==> config.mk <==
export PLATFORM = sky130hd
export DESIGN_NAME = irq_ctrl
export DESIGN_NICKNAME = d
export VERILOG_FILES = /design/src/rtl/irq_ctrl_pkg.sv /design/src/rtl/irq_prio_enc.sv /design/src/rtl/irq_ctrl.sv
export SDC_FILE = /design/constraint.sdc
export NUM_CORES = 1
export LEC_CHECK = 0
export ABC_AREA = 1
export CORE_ASPECT_RATIO = 1.1
export CORE_MARGIN = 2
export CORE_UTILIZATION = 40
export DETAILED_ROUTE_END_ITERATION = 10
export PLACE_DENSITY = 0.69
export SLEW_MARGIN = 10
export SYNTH_ARGS = -nofsm -noshare
export SYNTH_HDL_FRONTEND = slang
export SYNTH_HIERARCHICAL = 1
export SYNTH_SLANG_ARGS = --single-unit
==> constraint.sdc <==
create_clock -name clk -period 2.3 [get_ports clk]
set_clock_uncertainty 0.1 [all_clocks]
set_input_delay 0.69 -clock clk [delete_from_list [all_inputs] [get_ports clk]]
set_output_delay 0.69 -clock clk [all_outputs]
set_load 0.02 [all_outputs]
==> src/rtl/irq_ctrl_pkg.sv <==
// Shared constants for the interrupt controller: register map, FSM states
// and the position of the valid flag in the ACTIVE register.
package irq_ctrl_pkg;

  localparam logic [1:0] ADDR_PENDING = 2'd0;
  localparam logic [1:0] ADDR_ENABLE  = 2'd1;
  localparam logic [1:0] ADDR_TYPE    = 2'd2;
  localparam logic [1:0] ADDR_ACTIVE  = 2'd3;

  localparam int ACTIVE_VALID_BIT = 31;

  localparam logic [1:0] ST_IDLE   = 2'd0;
  localparam logic [1:0] ST_ASSERT = 2'd1;
  localparam logic [1:0] ST_GAP    = 2'd2;

  typedef enum logic [1:0] {
    IRQ_IDLE   = ST_IDLE,
    IRQ_ASSERT = ST_ASSERT,
    IRQ_GAP    = ST_GAP
  } irq_state_e;

endpackage

==> src/rtl/irq_prio_enc.sv <==
// Lowest-index-wins priority encoder: reports whether any bit is set and
// the index of the least significant set bit.
module irq_prio_enc #(
  parameter int W    = 32,
  parameter int ID_W = 5
) (
  input  logic [W-1:0]    vec,
  output logic            valid,
  output logic [ID_W-1:0] id
);

  // Scanning from the top down lets the last hit (lowest index) win.
  always_comb begin
    valid = 1'b0;
    id    = '0;
    for (int i = W - 1; i >= 0; i--) begin
      if (vec[i]) begin
        valid = 1'b1;
        id    = ID_W'(i);
      end
    end
  end

endmodule

==> src/rtl/irq_ctrl.sv <==
// Interrupt controller: pending/enable/type registers, a one-hot irq line
// sequencer (IDLE -> ASSERT -> GAP) and a simple request/grant register port.
// Optional feature: define IRQ_CTRL_EDGE_EN for per-source edge detection and TYPE.
module irq_ctrl
  import irq_ctrl_pkg::*;
#(
  parameter int NUM_SRC = 32,
  parameter int ID_W    = 5
) (
  input  logic              clk,
  input  logic              rst,
  input  logic [NUM_SRC-1:0] src_i,
  input  logic              reg_req_i,
  input  logic              reg_we_i,
  input  logic [1:0]        reg_addr_i,
  input  logic [31:0]       reg_wdata_i,
  output logic              reg_gnt_o,
  output logic              reg_rvalid_o,
  output logic [31:0]       reg_rdata_o,
  output logic [31:0]       irq_o,
  input  logic              irq_ack_i,
  input  logic [ID_W-1:0]   irq_id_i
);

  logic [NUM_SRC-1:0] src_q;
  logic [NUM_SRC-1:0] pending_q;
  logic [NUM_SRC-1:0] pending_d;
  logic [NUM_SRC-1:0] enable_q;
  logic [NUM_SRC-1:0] pend_en;
  logic [NUM_SRC-1:0] act_mask;
  logic [ID_W-1:0]    active_id_q;
  logic [ID_W-1:0]    enc_id;
  logic               enc_valid;
  logic               wr_en;
  logic               rd_en;
  logic               ack_hit;
  logic               active_live;
  irq_state_e         state_q;
  irq_state_e         state_d;
  logic               rvalid_q;
  logic [31:0]        rdata_q;
  logic [31:0]        rd_mux;

`ifdef IRQ_CTRL_EDGE_EN
  logic [NUM_SRC-1:0] src_qq;
  logic [NUM_SRC-1:0] type_q;
  logic [NUM_SRC-1:0] clr_mask;
  logic [NUM_SRC-1:0] edge_next;
`endif

  assign reg_gnt_o = reg_req_i;
  assign wr_en     = reg_req_i & reg_we_i;
  assign rd_en     = reg_req_i & ~reg_we_i;
  assign pend_en   = pending_q & enable_q;

  irq_prio_enc #(
    .W    (NUM_SRC),
    .ID_W (ID_W)
  ) u_prio_enc (
    .vec   (pend_en),
    .valid (enc_valid),
    .id    (enc_id)
  );

  always_comb begin
    act_mask = '0;
    for (int i = 0; i < NUM_SRC; i++) begin
      act_mask[i] = (active_id_q == ID_W'(i));
    end
  end

  assign active_live = |(pend_en & act_mask);
  assign ack_hit     = (state_q == IRQ_ASSERT) && irq_ack_i && (irq_id_i == active_id_q);

`ifdef IRQ_CTRL_EDGE_EN
  // Edge sources: a new rising edge beats any clear landing on the same edge.
  always_comb begin
    clr_mask = '0;
    if (wr_en && (reg_addr_i == ADDR_PENDING)) begin
      clr_mask = reg_wdata_i[NUM_SRC-1:0];
    end
    if (ack_hit) begin
      clr_mask = clr_mask | act_mask;
    end
    edge_next = (pending_q & ~clr_mask) | (src_q & ~src_qq);
    pending_d = (type_q & edge_next) | (~type_q & src_q);
  end
`else
  assign pending_d = src_q;
`endif

  always_comb begin
    state_d = state_q;
    case (state_q)
      IRQ_IDLE: begin
        if (enc_valid) begin
          state_d = IRQ_ASSERT;
        end
      end
      IRQ_ASSERT: begin
        if (ack_hit) begin
          state_d = IRQ_GAP;
        end else if (!active_live) begin
          state_d = IRQ_IDLE;
        end
      end
      IRQ_GAP:  state_d = IRQ_IDLE;
      default:  state_d = IRQ_IDLE;
    endcase
  end

  always_comb begin
    rd_mux = '0;
    case (reg_addr_i)
      ADDR_PENDING: rd_mux[NUM_SRC-1:0] = pending_q;
      ADDR_ENABLE:  rd_mux[NUM_SRC-1:0] = enable_q;
      ADDR_TYPE: begin
`ifdef IRQ_CTRL_EDGE_EN
        rd_mux[NUM_SRC-1:0] = type_q;
`endif
      end
      ADDR_ACTIVE: begin
        if (state_q == IRQ_ASSERT) begin
          rd_mux[ACTIVE_VALID_BIT] = 1'b1;
          rd_mux[ID_W-1:0]         = active_id_q;
        end
      end
    endcase
  end

  always_ff @(posedge clk) begin
    if (rst) begin
      src_q       <= '0;
      pending_q   <= '0;
      state_q     <= IRQ_IDLE;
      active_id_q <= '0;
    end else begin
      src_q     <= src_i;
      pending_q <= pending_d;
      state_q   <= state_d;
      if ((state_q == IRQ_IDLE) && enc_valid) begin
        active_id_q <= enc_id;
      end
    end
  end

  always_ff @(posedge clk) begin
    if (rst) begin
      enable_q <= '0;
    end else if (wr_en && (reg_addr_i == ADDR_ENABLE)) begin
      enable_q <= reg_wdata_i[NUM_SRC-1:0];
    end
  end

`ifdef IRQ_CTRL_EDGE_EN
  always_ff @(posedge clk) begin
    if (rst) begin
      src_qq <= '0;
      type_q <= '0;
    end else begin
      src_qq <= src_q;
      if (wr_en && (reg_addr_i == ADDR_TYPE)) begin
        type_q <= reg_wdata_i[NUM_SRC-1:0];
      end
    end
  end
`endif

  // Read data is captured at the request edge and shown for one cycle only.
  always_ff @(posedge clk) begin
    if (rst) begin
      rvalid_q <= 1'b0;
      rdata_q  <= '0;
    end else begin
      rvalid_q <= rd_en;
      rdata_q  <= rd_en ? rd_mux : 32'h0;
    end
  end

  assign reg_rvalid_o = rvalid_q & ~rst;
  assign reg_rdata_o  = rst ? 32'h0 : rdata_q;

  always_comb begin
    irq_o = '0;
    if (!rst && (state_q == IRQ_ASSERT)) begin
      irq_o[NUM_SRC-1:0] = act_mask;
    end
  end

endmodule

# ---- After elaboration in Yosys (flattened, before gate mapping)
# Index checks and enable logic that the tools add are counted.
dict set report word_totals {
  reg_bits 136
  latch_bits 0
  ramBits 0
  mem_bits_ro 0
  inputBits 76
  output_inout_bits 66
  wordCells 139
  memories 0
}
dict set report op_classes {
  addsub 0
  multipliers 0
  n_div 0
  magnitude_cmp 0
  eq_ne 37
  n_shift 0
  n_mux 75
  bitwise 8
  reduce_logical 12
}
# operator count
set op_table {}
lappend op_table {{two-way mux 5 bit} 33}
lappend op_table {{equality test 5 bit (second input constant)} 16}
lappend op_table {{bitwise AND 32 bit} 2}
lappend op_table {{two-way mux 32 bit} 2}
lappend op_table {{one-hot mux 26 bit (2 select lines)} 1}
lappend op_table {{equality test 5 x 4 -> 1 bit (second input constant)} 8}
lappend op_table {{two-way mux 1 bit} 33}
lappend op_table {{OR reduction 32 bit} 1}
lappend op_table {{equality test 5 x 3 -> 1 bit (second input constant)} 4}
lappend op_table {{one-hot mux 5 bit (3 select lines)} 1}
lappend op_table {{equality test 5 x 2 -> 1 bit (second input constant)} 2}
lappend op_table {{two-way mux 2 bit} 3}
lappend op_table {{equality test 5 x 1 -> 1 bit (second input constant)} 1}
lappend op_table {{equality test 5 bit} 1}
lappend op_table {{logical AND 1 bit} 5}
lappend op_table {{logical NOT 5 bit} 1}
lappend op_table {{equality test 2 x 1 -> 1 bit (second input constant)} 2}
lappend op_table {{logical NOT 2 bit} 2}
lappend op_table {{one-hot mux 2 bit (2 select lines)} 1}
lappend op_table {{bitwise AND 1 bit} 3}
lappend op_table {{inequality test 3 bit (second input constant)} 1}
lappend op_table {{inverter 1 bit} 3}
lappend op_table {{one-hot mux 1 bit (3 select lines)} 1}
lappend op_table {{equality test 2 bit (second input constant)} 1}
lappend op_table {{4 further kinds} 4}

# ---- Depth between registers and ports, before layout
# Gate-level depths: netlist of the first run.
dict set report logic_depth {
  ltp_word 35
  ltp_mapped 35
}

# ---- Cells and area by module
# Netlist of the first run, hierarchy kept.
# mod n_inst cells_each area_per_inst_um2 seq_area_each_um2
set by_module_without_submodules {}
lappend by_module_without_submodules {irq_ctrl 1 810 5580.4 2722.6}
lappend by_module_without_submodules {irq_prio_enc 1 107 442.9 0.0}

# ---- Least setup slack after synthesis of the first run
# Ideal clock, no wire load.
dict set report synth_path {
  path_type {input-to-output}
  start {in rst}
  end {out irq_o[23]}
  arrival_ps 1875
  required_ps 1510
  setup_slack_ps -365
  stages 5
  path_buffers 2
  cell_sequence {clkbuf_1 > inv_1 > nand2_1 > buf_1 > nor4_1}
}
dict set report synth_between {
  elab_chain_len 3
}
# item line_no
set synth_rtl {}
lappend synth_rtl {{from (decl)} irq_ctrl.sv:11} ;# input logic rst,
lappend synth_rtl {{logical NOT 1 bit} irq_ctrl.sv:185} ;# if (!rst && (state_q == IRQ_ASSERT)) begin
lappend synth_rtl {{logical AND 1 bit} irq_ctrl.sv:185}
lappend synth_rtl {{two-way mux 32 bit} irq_ctrl.sv:185}
lappend synth_rtl {{to (decl)} irq_ctrl.sv:20} ;# output logic [31:0] irq_o,
# Every way passes these cells.

# ---- Worst setup path in the final report of the first run
dict set report layout_path {
  start {reg pending_q[30]}
  end {reg active_id_q[0]}
}
dict set report layout_between {
  word_cells_on_any_way 64
  classes_between {mux: 62; bitwise: 1; reduce/logical: 1}
}
# item line_no
set layout_rtl {}
lappend layout_rtl {{from (decl)} irq_ctrl.sv:26} ;# logic [NUM_SRC-1:0] pending_q;
lappend layout_rtl {{from (signal assigned)} irq_ctrl.sv:139} ;# pending_q <= pending_d;
lappend layout_rtl {{bitwise AND 32 bit} irq_ctrl.sv:54} ;# assign pend_en = pending_q & enable_q;
lappend layout_rtl {{named net pend_en[30]} irq_ctrl.sv:29} ;# logic [NUM_SRC-1:0] pend_en;
lappend layout_rtl {{two-way mux 5 bit (31 in series)} irq_prio_enc.sv:17} ;# if (vec[i]) begin
lappend layout_rtl {{named net enc_id[0]} irq_ctrl.sv:32} ;# logic [ID_W-1:0] enc_id;
lappend layout_rtl {{to (signal assigned)} irq_ctrl.sv:142} ;# active_id_q <= enc_id;
lappend layout_rtl {{to (decl)} irq_ctrl.sv:31} ;# logic [ID_W-1:0] active_id_q;
# The timed path passes the listed nets, and every way through them passes these cells.
# A chain may end at the register's enable or synchronous reset.

==> flow_summary.ini, run 1 <==
[floorplanning]
die-area_um2 = 16100
std_cell_rows = 47
pin_count = 142
core_area_um2 = 14900
start_util_pct = 40.5
die_x_um = 121
dieHeight_um = 133

[timing]
slew_headroom_pct = 77.7
finalCriticalPeriod_ps = 2400
max_freq_ghz = 0.416
hold_violations = 0
whs_ps = 295
tns_ps = -1150
tightest_slew_ps = 335
rsz0062_at_grt = yes
fin_ws_ps = -105
drv_slew = 0
setup_viol = 25
period_share_pct = 105

[power]
total_power_mw = 6.49
p_sw_share_pct = 26.1
leakage_nw = 4.48
clkPwrFrac_pct = 44.6
vdd_drop_max_mv = 0.493
p_switching_mw = 1.69
internal-power_mw = 4.80
power_frac_seq_pct = 38.8
p_comb_share_pct = 16.6
power.density_nw_per_um2 = 688

[status]
run_status = complete, but fails checks
violations = negative setup slack

[synth]
synth.distinct_cells = 31
avgSynthCellArea_um2 = 6.57
seq_area_frac_synth_pct = 45.2
synth_area_um2 = 6020
ys_warn_count = 6
ys_ff_latch = 136
synth_nets = 993
synth_cells = 917

[worst_setup_path]
required_ps = 2530
critical_path_arrival_ps = 2640
start_kind = flip-flop
cp_common_cell = nand2_1
criticalPathCategory = flip-flop to flip-flop
path_max_fanout = 2
crit_slowest_cell = dfxtp_2
critical_path.startpoint = pending_q[30]
cp-end-kind = flip-flop
max_stage_delay_ps = 320
r2r_start = pending_q[30]

[clocking]
cts_buffers = 17
clk_pin_slew_worst_paths_ps = 60
ctsLongestPathBuffers = 2
cts_hold_buf = 0
tritoncts = done
clk_root_buffer_cell = clkbuf_16
cts-htree-levels = 4
insertion_delay_ps = 410
cts_num_sinks = 136

[routing]
drcViolationCount = 0
vias_per_cell = 4.69
drtIter0Drc = 304
first_pass_iters = 5
num_vias = 6212
routedWlPerCell_um = 13.5
routed_wl_um = 17900
antenna_left = 0

[final_layout]
n_antenna_cell = 0
final_nets = 1191
area_delta_synth_final_pct = 56.5
drive_gt1_share_pct = 24.2
utilization_pct = 63.4
layout.cells.non_filler = 1324
fillers = 1342
final_area_um2 = 9430

[grt]
antenna_found_initial = 0
grt_pass1_wl_um = 28000
grt_pass1_vias = 5984
overflow = 0
grt_usage_pct = 21.7
grt_max_degree = 47

[placed_design]
place.port_buffers = 141
dpl_cell_area_um2 = 8280
post-place-ws_ps = -558
dp_cells = 1273
gp_congestion = 0.878
dp_hpwl_um = 11900

[hold_path]
hp-class = flip-flop to flip-flop
min_from = pending_d[31]

[run]
maxCapViolations = 0
==> power groups by stage <==
stage	Clock (mW)	Sequential (mW)	Combinational, mW
after CTS	2.93	2.51	0.930
final	2.90	2.52	1.08
after global placement	0	2.55	0.832
after global routing	3.05	2.53	1.16
after detailed placement	0	2.55	0.838
after floorplan	0	2.53	0.431
==> what timing repair did <==
action | 4_1_cts | 5_1_grt
cloned | 3 | 1
endpoints found under the setup margin | 68 | 45
setup buffers | 8 | 10
pin swaps | 7 | 26
resized for setup | 307 | 107
==> final timing paths <==
| kind | endpoint | slack, ps | depth (start not counted) |
|---|---|---|---|
| worst max-delay path | active_id_q[0] | -100 | 35 |
| worst min-delay path | pending_q[31] | 290 | 2 |
| worst min register to register | pending_q[31] | 290 | 2 |
| worst max register to register | active_id_q[0] | -100 | 35 |
==> sequential cells by signal, summed over array words and instances, names as in the netlist <==
register,count
pending_q,32
enable_q,32
pending_d,32
state_q,2
rvalid_q,1
active_id_q,5
rdata_q,32
==> critical path: cells and delay by family (launching register included) <==
kind	cells	cell delay [ps]
buffers and inverters	2	80
AO/OA/AOI/OAI	3	290
AND/OR/NAND/NOR	30	1560
flip-flops	1	320
==> cells in the mapped netlist, drive strengths merged <==
cell type | n | share of area [%]
nor2 | 221 | 14
inv | 183 | 11
nand2 | 161 | 10
dfxtp | 136 | 45
a21oi | 39 | 3.4
o21ai | 39 | 3.2
clkbuf | 29 | 1.8
nand3 | 28 | 2.3
nand4 | 22 | 2.3
nor4 | 21 | 2.2
buf | 17 | 1.4
nor3 | 6 | 0.58
a221oi | 4 | 0.58
o22ai | 2 | 0.21
xor2 | 2 | 0.29
a211oi | 1 | 0.12
a22o | 1 | 0.15
a311oi | 1 | 0.15
a31oi | 1 | 0.10
o211ai | 1 | 0.12
o21bai | 1 | 0.12
o31ai | 1 | 0.12
==> cells in the final DEF (no fill, tap or decap), types with 22 or more instances in the layout <==
cell type,netlist,layout
nor2_1,217,198
inv_1,173,165
nand2_1,158,151
dfxtp_1,136,123
buf_4,2,81
clkdlybuf4s50_1,0,74
o21ai_0,38,36
a21oi_1,37,36
buf_6,0,23
nand4_1,22,22
==> kinds of logic (layout without fill, tap and decap cells) <==
kind of cell,after synthesis,count (layout),synth area share [%]
xor gates and xnor gates,2,2,0.291
and+or+nand+nor,459,459,31.6
DFF,136,136,45.2
buffers and inverters,229,440,14.6
AOI/OAI and AO/OA,91,91,8.29
==> layer usage <==
layer	vias up	global-route usage, %	part of all wire (%)
met2	216	37.8	51
met3	31	4.05	5.5
li1	3189	-	-
met5	-	0	0
met1	2776	26.1	42
met4	0	8.79	2.0
==> final cells by class <==
class | instances | area (um2) | area share (%)
clock buffers | 18 | 439 | 4.66
clock inverters | 14 | 195 | 2.07
inverters | 183 | 692 | 7.34
multi-input cells | 552 | 2930 | 31.1
flip-flops and latches | 136 | 2750 | 29.1
well taps | 196 | 245 | 2.60
repair buffers | 225 | 2180 | 23.1
Power figures use the tool's default switching activity.
==> run 2, diff against run 1 <==
--- a/config.mk
+++ b/config.mk
@@ -11,6 +11,7 @@
 export CORE_UTILIZATION = 40
 export DETAILED_ROUTE_END_ITERATION = 10
 export PLACE_DENSITY = 0.69
+export SKIP_LAST_GASP = 1
 export SLEW_MARGIN = 10
 export SYNTH_ARGS = -nofsm -noshare
 export SYNTH_HDL_FRONTEND = slang
==> run 2 against run 1 <==
The run still ends with negative setup slack left; sequential share of layout area grew 0.38 points; sequential power is essentially flat; sequential cell count is the same; die area is the same; maximum frequency shrank 2.1%; via count grew 0.37%; power shrank 0.28%; wire length shrank 1.1%; critical path depth shrank 28; combinational power is essentially flat; register-to-register slack lost 20 ps; first-iteration DRC count shrank 13%; critical path type is now flip-flop to primary output; critical endpoint is now irq_o[29].
==> flow_summary.ini, run 2 (same netlist as run 1, synthesis figures left out) <==
[timing]
slew_headroom_pct = 77.5
tns_ps = -1640
hold_violations = 0
fin_ws_ps = -156
max_freq_ghz = 0.407
period_share_pct = 107
whs_ps = 295
tightest_slew_ps = 337
setup_viol = 25
drv_slew = 0
finalCriticalPeriod_ps = 2460
rsz0062_at_grt = yes

[routing]
num_vias = 6235
routed_wl_um = 17700
drcViolationCount = 0
first_pass_iters = 5
drtIter0Drc = 266
routedWlPerCell_um = 13.3
antenna_left = 0
vias_per_cell = 4.70

[placed_design]
dpl_cell_area_um2 = 8280
gp_congestion = 0.878
post-place-ws_ps = -558
dp_hpwl_um = 11900
place.port_buffers = 141

[clocking]
cts-htree-levels = 4
cts_hold_buf = 0
insertion_delay_ps = 410
cts_buffers = 17
clk_pin_slew_worst_paths_ps = 60
tritoncts = done
cts_num_sinks = 136
ctsLongestPathBuffers = 2
clk_root_buffer_cell = clkbuf_16

[final_layout]
final_common_cell = nor2_1
final_nets = 1194
final_area_um2 = 9300
drive_gt1_share_pct = 23.8
n_antenna_cell = 0
fillers = 1376
area_delta_synth_final_pct = 54.3
layout_common_cells = 204 x nor2_1, 165 x inv_1, 153 x nand2_1

[floorplanning]
start_util_pct = 40.5
core_area_um2 = 14900
std_cell_rows = 47
pin_count = 142
dieHeight_um = 133
die_x_um = 121
die-area_um2 = 16100

[grt]
antenna_found_initial = 0
grt_pass1_vias = 5968
grt_pass1_wl_um = 28100
overflow = 0
grt_max_degree = 47
grt_usage_pct = 21.8

[worst_setup_path]
critical_path_arrival_ps = 1670
path_max_fanout = 8
required_ps = 1510
cp-end-kind = primary output
criticalPathCategory = flip-flop to primary output
start_kind = flip-flop

[status]
violations = negative setup slack
run_status = complete, but fails checks

[power]
power.density_nw_per_um2 = 696
total_power_mw = 6.47
leakage_nw = 4.45
vdd_drop_max_mv = 0.494

[hold_path]
hp-class = flip-flop to flip-flop

[run]
maxCapViolations = 0
-- run 2: cell count changes in the layout (fill, tap and decap cells not counted), moves of 3 or more --
cell,delta
nor2_1,+6
buf_6,-5
nor2_2,+4
nand3_2,+5
nand3_1,-3
nor2_4,-10
buf_4,+9
-- run 2: critical path, cell delays in order, from the launching register on --
cell     delay (ps)
dfxtp_2         330
inv_2            40
nor2_4          150
nand2_8         110
buf_12          170
buf_4           140
nor4_4          140
buf_4           180
-- run 2: worst paths after layout --
| kind | from | to | depth (start not counted) | slack (ps) |
|---|---|---|---|---|
| setup / recovery | state_q[0] | irq_o[29] | 7 | -160 |
| hold reg to reg | pending_d[31] | pending_q[31] | 2 | 300 |
| hold / removal | pending_d[31] | pending_q[31] | 2 | 300 |
| setup reg to reg | enable_q[31] | active_id_q[0] | 34 | -120 |
-- run 2: where the power goes --
part	internal, mW	switching, mW
clock	1.85	1.05
sequential	2.45	0.0642
combinational	0.491	0.567
total	4.80	1.68
-- run 2: per-layer routing --
metal	vias to the layer above	share of wire (%)	global-route usage, %
li1	3185	-	-
met1	2820	42	26.2
met2	208	51	38.2
met3	22	5.5	3.97
met4	0	1.7	8.53
met5	-	0	0
-- run 2: area by class of cell --
| type | instances | area (um2) | share of cell area [%] |
|---|---|---|---|
| tap | 196 | 245 | 2.64 |
| inverter | 183 | 694 | 7.47 |
| sequential | 136 | 2740 | 29.5 |
| timing repair buffer | 228 | 2120 | 22.9 |
| clock buffer | 18 | 439 | 4.72 |
| multi-input combinational | 552 | 2850 | 30.7 |
| clock inverter | 14 | 195 | 2.10 |
-- run 2: what timing repair did --
action	CTS	global route
resized for setup	294	93
gates cloned	3	0
setup buffers	8	15
endpoints found under the hold margin	0	0
endpoints found under the setup margin	68	51
pin swaps	6	30
-- run 2: through the flow --
| step | instances | utilization (%) |
|---|---|---|
| floorplan | 917 | - |
| global placement | 1273 | 55.6 |
| detailed placement | 1273 | 55.6 |
| CTS | 1316 | 60.1 |
| global route | 1327 | 62.5 |
| finish | 1327 | 62.5 |
==> run 3, diff against run 2 <==
--- a/config.mk
+++ b/config.mk
@@ -6,7 +6,7 @@
 export NUM_CORES = 1
 export LEC_CHECK = 0
 export ABC_AREA = 1
-export CORE_ASPECT_RATIO = 1.1
+export CORE_ASPECT_RATIO = 0.9
 export CORE_MARGIN = 2
 export CORE_UTILIZATION = 40
 export DETAILED_ROUTE_END_ITERATION = 10
==> run 3 against run 2 <==
The flow still finishes with violations (negative setup slack); die area is essentially flat; cell area shrank 1.2%; critical path depth grew 28; wire length shrank 1.6%; core utilization shrank 0.052 points; clock-buffer cell count grew 3; critical path type is now flip-flop to flip-flop.
==> flow_summary.ini, run 3 (same netlist as run 1, synthesis figures left out) <==
[worst_setup_path]
cp-end-kind = flip-flop
path_max_fanout = 2
critical_path_arrival_ps = 2670
required_ps = 2530
worst-path-buf-inv = 2
criticalPathCategory = flip-flop to flip-flop
crit_slowest_cell = dfxtp_2
cp_top_family = simple AND/OR/NAND/NOR gates
start_kind = flip-flop
cp_common_cell = nand2_1
max_stage_delay_ps = 330

[placed_design]
dpl_cell_area_um2 = 8220
gp_congestion = 0.903
dp_hpwl_um = 11600
dp_cells = 1273
place.port_buffers = 141
post-place-ws_ps = -570

[final_layout]
layout_common_cells = 201 x nor2_1, 168 x inv_1, 150 x nand2_1
fillers = 1341
n_antenna_cell = 0
final_common_cell = nor2_1
final_nets = 1181
final_area_um2 = 9190
multi_input_area_um2 = 2950
area_delta_synth_final_pct = 52.5
layout.cells.non_filler = 1315
ff_latch_area_um2 = 2740
drive_gt1_share_pct = 23.4

[routing]
routed_wl_um = 17400
drcViolationCount = 0
first_pass_iters = 5
routedWlPerCell_um = 13.2
num_vias = 6120
vias_per_cell = 4.65
antenna_left = 0
drtIter0Drc = 321

[power]
internal-power_mw = 4.70
vdd_drop_max_mv = 0.524
clkPwrFrac_pct = 44.0
p_switching_mw = 1.65
p_comb_share_pct = 16.5
power.density_nw_per_um2 = 692
p_sw_share_pct = 26.0
power_frac_seq_pct = 39.6
leakage_nw = 4.38

[floorplanning]
std_cell_rows = 42
die_x_um = 133
pin_count = 142
dieHeight_um = 120
die-area_um2 = 16100
start_util_pct = 40.9
core_area_um2 = 14700

[timing]
slew_headroom_pct = 74.8
period_share_pct = 106
fin_ws_ps = -134
max_freq_ghz = 0.411
drv_slew = 0
rsz0062_at_grt = yes
setup_viol = 24
tightest_slew_ps = 375
hold_violations = 0
finalCriticalPeriod_ps = 2430
tns_ps = -1560
whs_ps = 298

[clocking]
clk_root_buffer_cell = clkbuf_16
clk_pin_slew_worst_paths_ps = 50
insertion_delay_ps = 420
ctsLongestPathBuffers = 2
cts-htree-levels = 4
tritoncts = done
cts_buffers = 17
cts_num_sinks = 136
cts_hold_buf = 0

[hold_path]
hp-class = flip-flop to flip-flop

[status]
run_status = complete, but fails checks
violations = negative setup slack

[grt]
antenna_found_initial = 0
grt_usage_pct = 21.7
grt_pass1_wl_um = 27900
grt_max_degree = 57
overflow = 0
grt_pass1_vias = 5788

[run]
maxCapViolations = 0
[run 3: metal layers]
metal	GRT usage (%)	vias up	wire length, um
met5	0	-	0
met4	6.38	0	234
met3	5.66	18	1090
met2	35.1	183	8100
met1	28.6	2753	8000
li1	-	3166	-
[run 3: timing repair]
item	CTS	global route
setup buffers	7	1
setup endpoints to repair	67	41
cloned	1	2
pin swaps	4	22
resized for setup	319	104
[run 3: final cells by class]
class	instances	share of cell area, %
inverters	183	7.56
well taps	198	2.70
repair buffers	214	21.2
multi-input cells	553	32.1
flip-flops and latches	136	29.8
clock inverters	10	1.54
clock buffers	21	5.12
[run 3: path summary, 6_finish.rpt]
check,start,end,slack (ps),depth (start not counted)
setup / recovery,pending_q[30],active_id_q[0],-130,35
hold / removal,pending_d[31],pending_q[31],300,2
setup reg to reg,pending_q[30],active_id_q[0],-130,35
hold reg to reg,pending_d[31],pending_q[31],300,2
[run 3: stage by stage]
stage | power, mW | util, %
after floorplan | 2.96 | -
after global placement | 3.37 | 55.9
after detailed placement | 3.38 | 55.9
after CTS | 6.25 | 59.1
after global routing | 6.58 | 62.4
final | 6.35 | 62.4
[run 3: power by group through the flow]
stage               combinational (mW)  sequential [mW]  clock (mW)
detailed placement               0.826             2.55           0
global route                      1.12             2.52        2.94
finish                            1.05             2.51        2.79
CTS                              0.910             2.51        2.84
floorplan                        0.431             2.53           0
global placement                 0.825             2.55           0
[run 3: worst min-delay path, cell delays in order (launching register included)]
cell	delay (ps)
dfxtp_1	290
inv_1	40
nor2_1	30
